--- src/rtl/non_blocking_cache.sv ---
// Direct-mapped, read-only, non-blocking cache: hits answer in one cycle, misses
// park in a small MSHR file and fill back out of order when memory returns by op ID.

module dm_cache #(
  parameter int DATA_WIDTH  = 32,
  parameter int ADDR_WIDTH  = 16,
  parameter int NUM_BLOCKS  = 8,
  parameter int NUM_OPS     = 32,
  parameter int BLOCK_DEPTH = 64,
  parameter int NUM_MISSES  = 4
) (
  input  logic                       clk,
  input  logic                       reset,
  input  logic                       read_enable,
  input  logic [ADDR_WIDTH-1:0]      read_address,
  input  logic [$clog2(NUM_OPS)-1:0] read_op,
  output logic [DATA_WIDTH-1:0]      data_out,
  output logic [$clog2(NUM_OPS)-1:0] op_out,
  output logic                       hit,
  output logic                       miss,
  output logic                       stall,
  input  logic [DATA_WIDTH-1:0]      mm_ret_data,
  input  logic [$clog2(NUM_OPS)-1:0] mm_ret_op,
  input  logic                       mm_ret_valid,
  output logic [ADDR_WIDTH-1:0]      mm_req,
  output logic [$clog2(NUM_OPS)-1:0] mm_req_op,
  output logic                       mm_req_valid
);

  localparam int IDXW  = $clog2(NUM_BLOCKS);
  localparam int OPW   = $clog2(NUM_OPS);
  localparam int TAGW  = ADDR_WIDTH - IDXW;
  localparam int SLOTW = (NUM_MISSES > 1) ? $clog2(NUM_MISSES) : 1;
  localparam int RUNW  = $clog2(BLOCK_DEPTH + 2);

  logic [NUM_BLOCKS-1:0] line_valid;
  logic [TAGW-1:0]       line_tag  [NUM_BLOCKS];
  logic [DATA_WIDTH-1:0] line_data [NUM_BLOCKS];
  logic [OPW-1:0]        BLOCK_ops [NUM_BLOCKS];

  logic [NUM_MISSES-1:0] mshr_valid;
  logic [ADDR_WIDTH-1:0] mshr_addr [NUM_MISSES];
  logic [OPW-1:0]        mshr_op   [NUM_MISSES];

  logic                  received_request;
  logic [IDXW-1:0]       w_index;

  logic                  req_pending;
  logic [ADDR_WIDTH-1:0] req_addr;
  logic [OPW-1:0]        req_op;

  logic                  ret_pending;
  logic [DATA_WIDTH-1:0] ret_data;
  logic [OPW-1:0]        ret_op;
  logic [RUNW-1:0]       ret_run;

  logic [IDXW-1:0]       req_index;
  logic [TAGW-1:0]       req_tag;
  logic                  lookup_hit;
  logic                  alloc_found;
  logic [SLOTW-1:0]      alloc_slot;
  logic                  fill_found;
  logic [SLOTW-1:0]      fill_slot;
  logic [ADDR_WIDTH-1:0] fill_addr;
  logic [IDXW-1:0]       fill_index;
  logic [TAGW-1:0]       fill_tag;
  logic                  do_fill;

  assign req_index  = read_address[IDXW-1:0];
  assign req_tag    = read_address[ADDR_WIDTH-1:IDXW];
  assign lookup_hit = line_valid[req_index] && (line_tag[req_index] == req_tag);

  assign fill_addr  = mshr_addr[fill_slot];
  assign fill_index = fill_addr[IDXW-1:0];
  assign fill_tag   = fill_addr[ADDR_WIDTH-1:IDXW];
  assign do_fill    = ret_pending && fill_found;

  assign mm_req_valid = received_request;

  // Both searches scan downwards so the lowest qualifying entry wins.
  always_comb begin
    alloc_found = 1'b0;
    alloc_slot  = '0;
    fill_found  = 1'b0;
    fill_slot   = '0;
    for (int i = NUM_MISSES - 1; i >= 0; i--) begin
      if (!mshr_valid[i]) begin
        alloc_found = 1'b1;
        alloc_slot  = SLOTW'(i);
      end
      if (mshr_valid[i] && (mshr_op[i] == ret_op)) begin
        fill_found = 1'b1;
        fill_slot  = SLOTW'(i);
      end
    end
  end

  always_ff @(posedge clk) begin
    if (reset) begin
      line_valid       <= '0;
      mshr_valid       <= '0;
      hit              <= 1'b0;
      miss             <= 1'b0;
      stall            <= 1'b0;
      data_out         <= '0;
      op_out           <= '0;
      mm_req           <= '0;
      mm_req_op        <= '0;
      received_request <= 1'b0;
      req_pending      <= 1'b0;
      req_addr         <= '0;
      req_op           <= '0;
      ret_pending      <= 1'b0;
      ret_data         <= '0;
      ret_op           <= '0;
      ret_run          <= '0;
      w_index          <= '0;
      for (int b = 0; b < NUM_BLOCKS; b++) begin
        line_tag[b]  <= '0;
        line_data[b] <= '0;
        BLOCK_ops[b] <= '0;
      end
      for (int m = 0; m < NUM_MISSES; m++) begin
        mshr_addr[m] <= '0;
        mshr_op[m]   <= '0;
      end
    end else begin
      hit         <= 1'b0;
      miss        <= 1'b0;
      stall       <= 1'b0;
      data_out    <= '0;
      op_out      <= '0;
      req_pending <= 1'b0;

      if (read_enable) begin
        if (lookup_hit) begin
          hit      <= 1'b1;
          data_out <= line_data[req_index];
          op_out   <= read_op;
        end else begin
          miss <= 1'b1;
          if (alloc_found) begin
            mshr_valid[alloc_slot] <= 1'b1;
            mshr_addr[alloc_slot]  <= read_address;
            mshr_op[alloc_slot]    <= read_op;
            req_pending            <= 1'b1;
            req_addr               <= read_address;
            req_op                 <= read_op;
          end else begin
            stall <= 1'b1;
          end
        end
      end

      // Memory request goes out the cycle after the miss was recorded.
      received_request <= req_pending;
      if (req_pending) begin
        mm_req    <= req_addr;
        mm_req_op <= req_op;
      end

      ret_pending <= mm_ret_valid;
      ret_data    <= mm_ret_data;
      ret_op      <= mm_ret_op;
      if (!mm_ret_valid)
        ret_run <= '0;
      else if (ret_run != RUNW'(BLOCK_DEPTH + 1))
        ret_run <= ret_run + 1'b1;

      // Allocation only targets free entries and the fill only frees valid ones.
      if (do_fill) begin
        line_valid[fill_index] <= 1'b1;
        line_tag[fill_index]   <= fill_tag;
        line_data[fill_index]  <= ret_data;
        BLOCK_ops[fill_index]  <= ret_op;
        w_index                <= fill_index;
        mshr_valid[fill_slot]  <= 1'b0;
      end
    end
  end

  fill_records_op: assert property (@(posedge clk) disable iff (reset)
    $past(do_fill && !reset) |-> (BLOCK_ops[w_index] == $past(ret_op)));

  return_burst_bounded: assert property (@(posedge clk) disable iff (reset)
    ret_run <= RUNW'(BLOCK_DEPTH));

endmodule

module non_blocking_cache #(
  parameter int DATA_WIDTH  = 32,
  parameter int ADDR_WIDTH  = 16,
  parameter int NUM_BLOCKS  = 8,
  parameter int NUM_OPS     = 32,
  parameter int BLOCK_DEPTH = 64,
  parameter int NUM_MISSES  = 4
) (
  input  logic                       clk,
  input  logic                       reset,
  input  logic                       read_enable,
  input  logic [ADDR_WIDTH-1:0]      read_address,
  input  logic [$clog2(NUM_OPS)-1:0] read_op,
  output logic [DATA_WIDTH-1:0]      data_out,
  output logic [$clog2(NUM_OPS)-1:0] op_out,
  output logic                       hit,
  output logic                       miss,
  output logic                       stall,
  input  logic [DATA_WIDTH-1:0]      mm_ret_data,
  input  logic [$clog2(NUM_OPS)-1:0] mm_ret_op,
  input  logic                       mm_ret_valid,
  output logic [ADDR_WIDTH-1:0]      mm_req,
  output logic [$clog2(NUM_OPS)-1:0] mm_req_op,
  output logic                       mm_req_valid
);

  dm_cache #(
    .DATA_WIDTH (DATA_WIDTH),
    .ADDR_WIDTH (ADDR_WIDTH),
    .NUM_BLOCKS (NUM_BLOCKS),
    .NUM_OPS    (NUM_OPS),
    .BLOCK_DEPTH(BLOCK_DEPTH),
    .NUM_MISSES (NUM_MISSES)
  ) DM_CACHE (
    .clk         (clk),
    .reset       (reset),
    .read_enable (read_enable),
    .read_address(read_address),
    .read_op     (read_op),
    .data_out    (data_out),
    .op_out      (op_out),
    .hit         (hit),
    .miss        (miss),
    .stall       (stall),
    .mm_ret_data (mm_ret_data),
    .mm_ret_op   (mm_ret_op),
    .mm_ret_valid(mm_ret_valid),
    .mm_req      (mm_req),
    .mm_req_op   (mm_req_op),
    .mm_req_valid(mm_req_valid)
  );

endmodule

--- config.mk ---
export PLATFORM = sky130hd
export DESIGN_NAME = non_blocking_cache
export DESIGN_NICKNAME = d
export VERILOG_FILES = /design/src/rtl/non_blocking_cache.sv
export SDC_FILE = /design/constraint.sdc
export NUM_CORES = 1
export LEC_CHECK = 0
export CAP_MARGIN = 20
export CORE_ASPECT_RATIO = 1.5
export CORE_UTILIZATION = 62
export CTS_BUF_LIST = sky130_fd_sc_hd__clkbuf_2 sky130_fd_sc_hd__clkbuf_4 sky130_fd_sc_hd__clkbuf_8
export CTS_CLUSTER_DIAMETER = 30
export DETAILED_ROUTE_END_ITERATION = 12
export PLACE_DENSITY_LB_ADDON = 0.15
export RECOVER_POWER = 50
export SKIP_CTS_REPAIR_TIMING = 1
export SYNTH_ARGS = -nofsm -noshare
export SYNTH_HDL_FRONTEND = slang
export SYNTH_HIERARCHICAL = 1
export SYNTH_SLANG_ARGS = --single-unit
--- constraint.sdc ---
create_clock -name clk -period 7.5 [get_ports clk]
set_input_delay 1.5 -clock clk [delete_from_list [all_inputs] [get_ports clk]]
set_output_delay 1.5 -clock clk [all_outputs]
set_load 0.05 [all_outputs]
==> run summary <==
initial drt markers - 1281
leakage - 9.91 nW
slew of the pin with the lowest slew margin - 3.61 ns
IO Count - 124
top cell type by total area after synthesis - edfxtp_1
share of layout cells above drive strength 1 - 0.161
vias per cell - 6.10
Worst Path Required - 7.85 ns
Cell variety after synth - 60
yosys synthesis warning count - 6
sw frac - 0.227
placer's final routability congestion estimate - 0.797
Crit Path Class - reg -> reg
WL final - 54600 um
syn avg cell area - 13.7 um^2
Post-synth EDFFs - 444
asr flop ratio synth - 0
DR pass1 iterations - 6
maximum capacitance violations - 4
die span in x - 161 um
top_reg_cell synth - edfxtp_1
sequential area share after synthesis - 0.681
final number of setup-violating endpoints - 0
CTS root buf - clkbuf_8
Int Pwr - 0.00547 W
clk slew on worst S/H paths - 0.06 ns
Slew Viols, Final - 215
Sum Neg Setup Slack - 0 ns
setup repair after global routing missed its margin - no
Netlist Area Pre-Place - 23500 um^2
CP startpoint - DM_CACHE/ret_op[0]$_SDFF_PP0_
Reg power frac - 0.509
Synth area leaders - edfxtp_1 57%, dfxtp_1 11%, mux4_2 6.8%
part of the cycle the worst path needs - 0.828
final net count - 1898
HP Start - DM_CACHE/line_valid[1]$_SDFFE_PP0N_
IO Port Bufs - 123
Routed WL per cell - 22.7 um
top cell type's share of synthesized area - 0.567
syn nets - 1777
Worst slew margin - -1.41
global-route wire length before repair - 83300 um
total congestion overflow - 0
gr usage total - 0.289
Mapped Cells - 1715
clock buffer depth - 3
status - finished, violations left
CP endpoint kind - flop
Starting Density - 0.628
Core Footprint - 37400 um^2
initial antenna violation count - 1
H-tree Lvls - 3
violated checks - max-capacitance violations, max-slew violations
Syn-to-layout area delta - 15.8%
crit path DAT - 6.56 ns
worst-skew pair later-pin latency - 0.67 ns
hold crit path type - reg -> reg
Top delay family on crit path - buffers and inverters
CP Max Fanout - 47
Setup Skew - 0.0370 ns
TritonCTS Buffers - 93
dpl hpwl - 29800 um
CP max stage delay - 2.26 ns
DR vias - 14664
Tot Pwr - 0.00708 W
Residual DRC - 0
Hold Vio Cnt, Final - 0
Startpoint Class - flop
Slowest-stage cell, CP - clkbuf_1
CTS tree - built
row count - 87
clock network power share - 0.428
vias in the first global route - 15142
Die Y - 240 um
DRT antenna net count - 0
synthesized flop and latch total - 578
sw power - 0.00161 W
CTS sink cnt - 578
PD cells - 260 nW/um^2
crit path time final - 6.21 ns
CP Cell Sequence - xor2_1 > nor4_1 > and3_1 > and4_1 > nand2_1 > nand3_2 > clkbuf_1 > o21ai_4 > buf_4
die area - 38700 um^2
CP bufs+invs - 2
Worst VDD drop - 0.000188 V
Critical R2R Launch - DM_CACHE/ret_op[0]$_SDFF_PP0_
largest net degree at the start of global routing - 74
Comb pwr share - 0.063
fmax - 161 MHz
## logic make-up (layout without fill, tap and decap cells)
| kind of cell | after synthesis | count (layout) | share of synthesized area |
|---|---|---|---|
| buf+inv | 174 | 374 | 0.0323 |
| mux | 172 | 172 | 0.112 |
| xor+xnor | 25 | 25 | 0.00931 |
| simple gates | 646 | 646 | 0.124 |
| other cells | 0 | 1 | 0 |
| flops | 578 | 578 | 0.681 |
| compound gates | 120 | 120 | 0.0418 |
## power by group through the flow
stage,Clock [W],Sequential (W),Combinational (W)
6_report,0.00303,0.00360,0.000447
3_3_place_gp,0,0.00366,0.000436
5_1_grt,0.00318,0.00361,0.000476
3_5_place_dp,0,0.00367,0.000444
4_1_cts,0.00304,0.00360,0.000447
2_1_floorplan,0,0.00366,0.000281
## state kept, by name, indices dropped and copies added (netlist names), 4 cells and up
register	cells
DM_CACHE/line_valid	8
DM_CACHE/ret_data	32
DM_CACHE/mshr_addr	64
DM_CACHE/mm_req	16
DM_CACHE/line_data	256
DM_CACHE/req_op	5
DM_CACHE/data_out	32
DM_CACHE/op_out	5
DM_CACHE/mshr_op	20
DM_CACHE/line_tag	104
DM_CACHE/ret_op	5
DM_CACHE/mshr_valid	4
DM_CACHE/req_addr	16
DM_CACHE/mm_req_op	5
## metrics by stage
| stage | utilization | cell area (um^2) | setup slack [ns] | std cells | hold WS [ns] |
|---|---|---|---|---|---|
| finish | 0.727 | 27200 | 1.29 | 2405 | 0.475 |
| global route | 0.727 | 27200 | 1.14 | 2405 | 0.487 |
| CTS | 0.726 | 27200 | 2.47 | 2401 | 0.474 |
| detailed placement | 0.670 | 25100 | 1.80 | 2227 | 0.452 |
| global placement | 0.670 | 25100 | 1.96 | 2226 | 0.441 |
| floorplan | - | 23500 | 1.52 | 1715 | 0.427 |
## cell usage after synthesis (all sizes together), types with 6 or more instances
library cell  count
nor3             98
a22o              6
dfxtp           134
a21boi           13
a32o             21
clkbuf           58
xor2             14
nand2            54
o22ai             8
a21oi             6
mux4             71
mux2             16
nor3b            21
xnor2            11
a222oi           13
mux2i            85
inv              48
nand3             7
nor2            370
edfxtp          444
nor2b            42
buf              68
o21ai            17
and2             28
## final cells by class
cell class                 instances  area [um^2]
antenna                            1         2.50
sequential                       578        16000
inverter                          48          180
multi-input combinational        963         6850
clock buffer                     132         1620
fill                            2496        10200
clock inverter                    42          495
tap                              489          612
timing repair buffer             152         1450
## worst paths after layout
kind,end,slack (ns),cells past startpoint
worst max-delay path,DM_CACHE/line_data[3][15]$_SDFFCE_PN0P_,1.29,9
worst min-delay path,DM_CACHE/line_valid[1]$_SDFFE_PP0N_,0.47,1
worst max register to register,DM_CACHE/line_data[3][15]$_SDFFCE_PN0P_,1.29,9
worst min register to register,DM_CACHE/line_valid[1]$_SDFFE_PP0N_,0.47,1
## layout by cell type, fill, tap and decap left out, types with 4 or more instances in the layout
master	Yosys	layout
edfxtp_1	444	444
buf_4	10	23
clkbuf_4	0	32
clkbuf_1	57	4
a32o_1	21	21
nor2b_1	42	42
o2bb2ai_1	4	4
bufinv_16	0	10
and3_1	5	5
a21oi_1	5	5
clkinvlp_4	0	7
mux2_2	16	16
clkdlybuf4s50_1	0	57
dfxtp_1	134	134
a22o_1	6	6
nor2_1	370	368
clkbuf_8	0	100
o22ai_1	8	8
clkinv_1	0	7
mux2i_1	85	85
clkinv_4	0	4
and2_1	28	28
a21boi_1	13	13
a22oi_1	4	4
a222oi_1	13	13
dlygate4sd3_1	0	62
nor3_1	98	97
clkinv_2	0	11
nand4_1	5	5
a221oi_1	4	4
o21ai_0	16	13
mux4_2	71	71
nor3b_1	21	21
inv_1	48	48
xor2_1	14	14
nand3_1	6	4
nand2_1	54	50
xnor2_1	11	11
## metal layers
metal  track usage  routed length, um  up-vias  part of all wire
met5             0                  0        -                 0
met4         0.144               2110        0             0.039
met3        0.0524               4210      157             0.077
met2         0.514              28900      743              0.53
met1         0.334              19400     7257              0.36
li1              -                  -     6507                 -
Note: power is estimated with default switching activity, not from simulation.
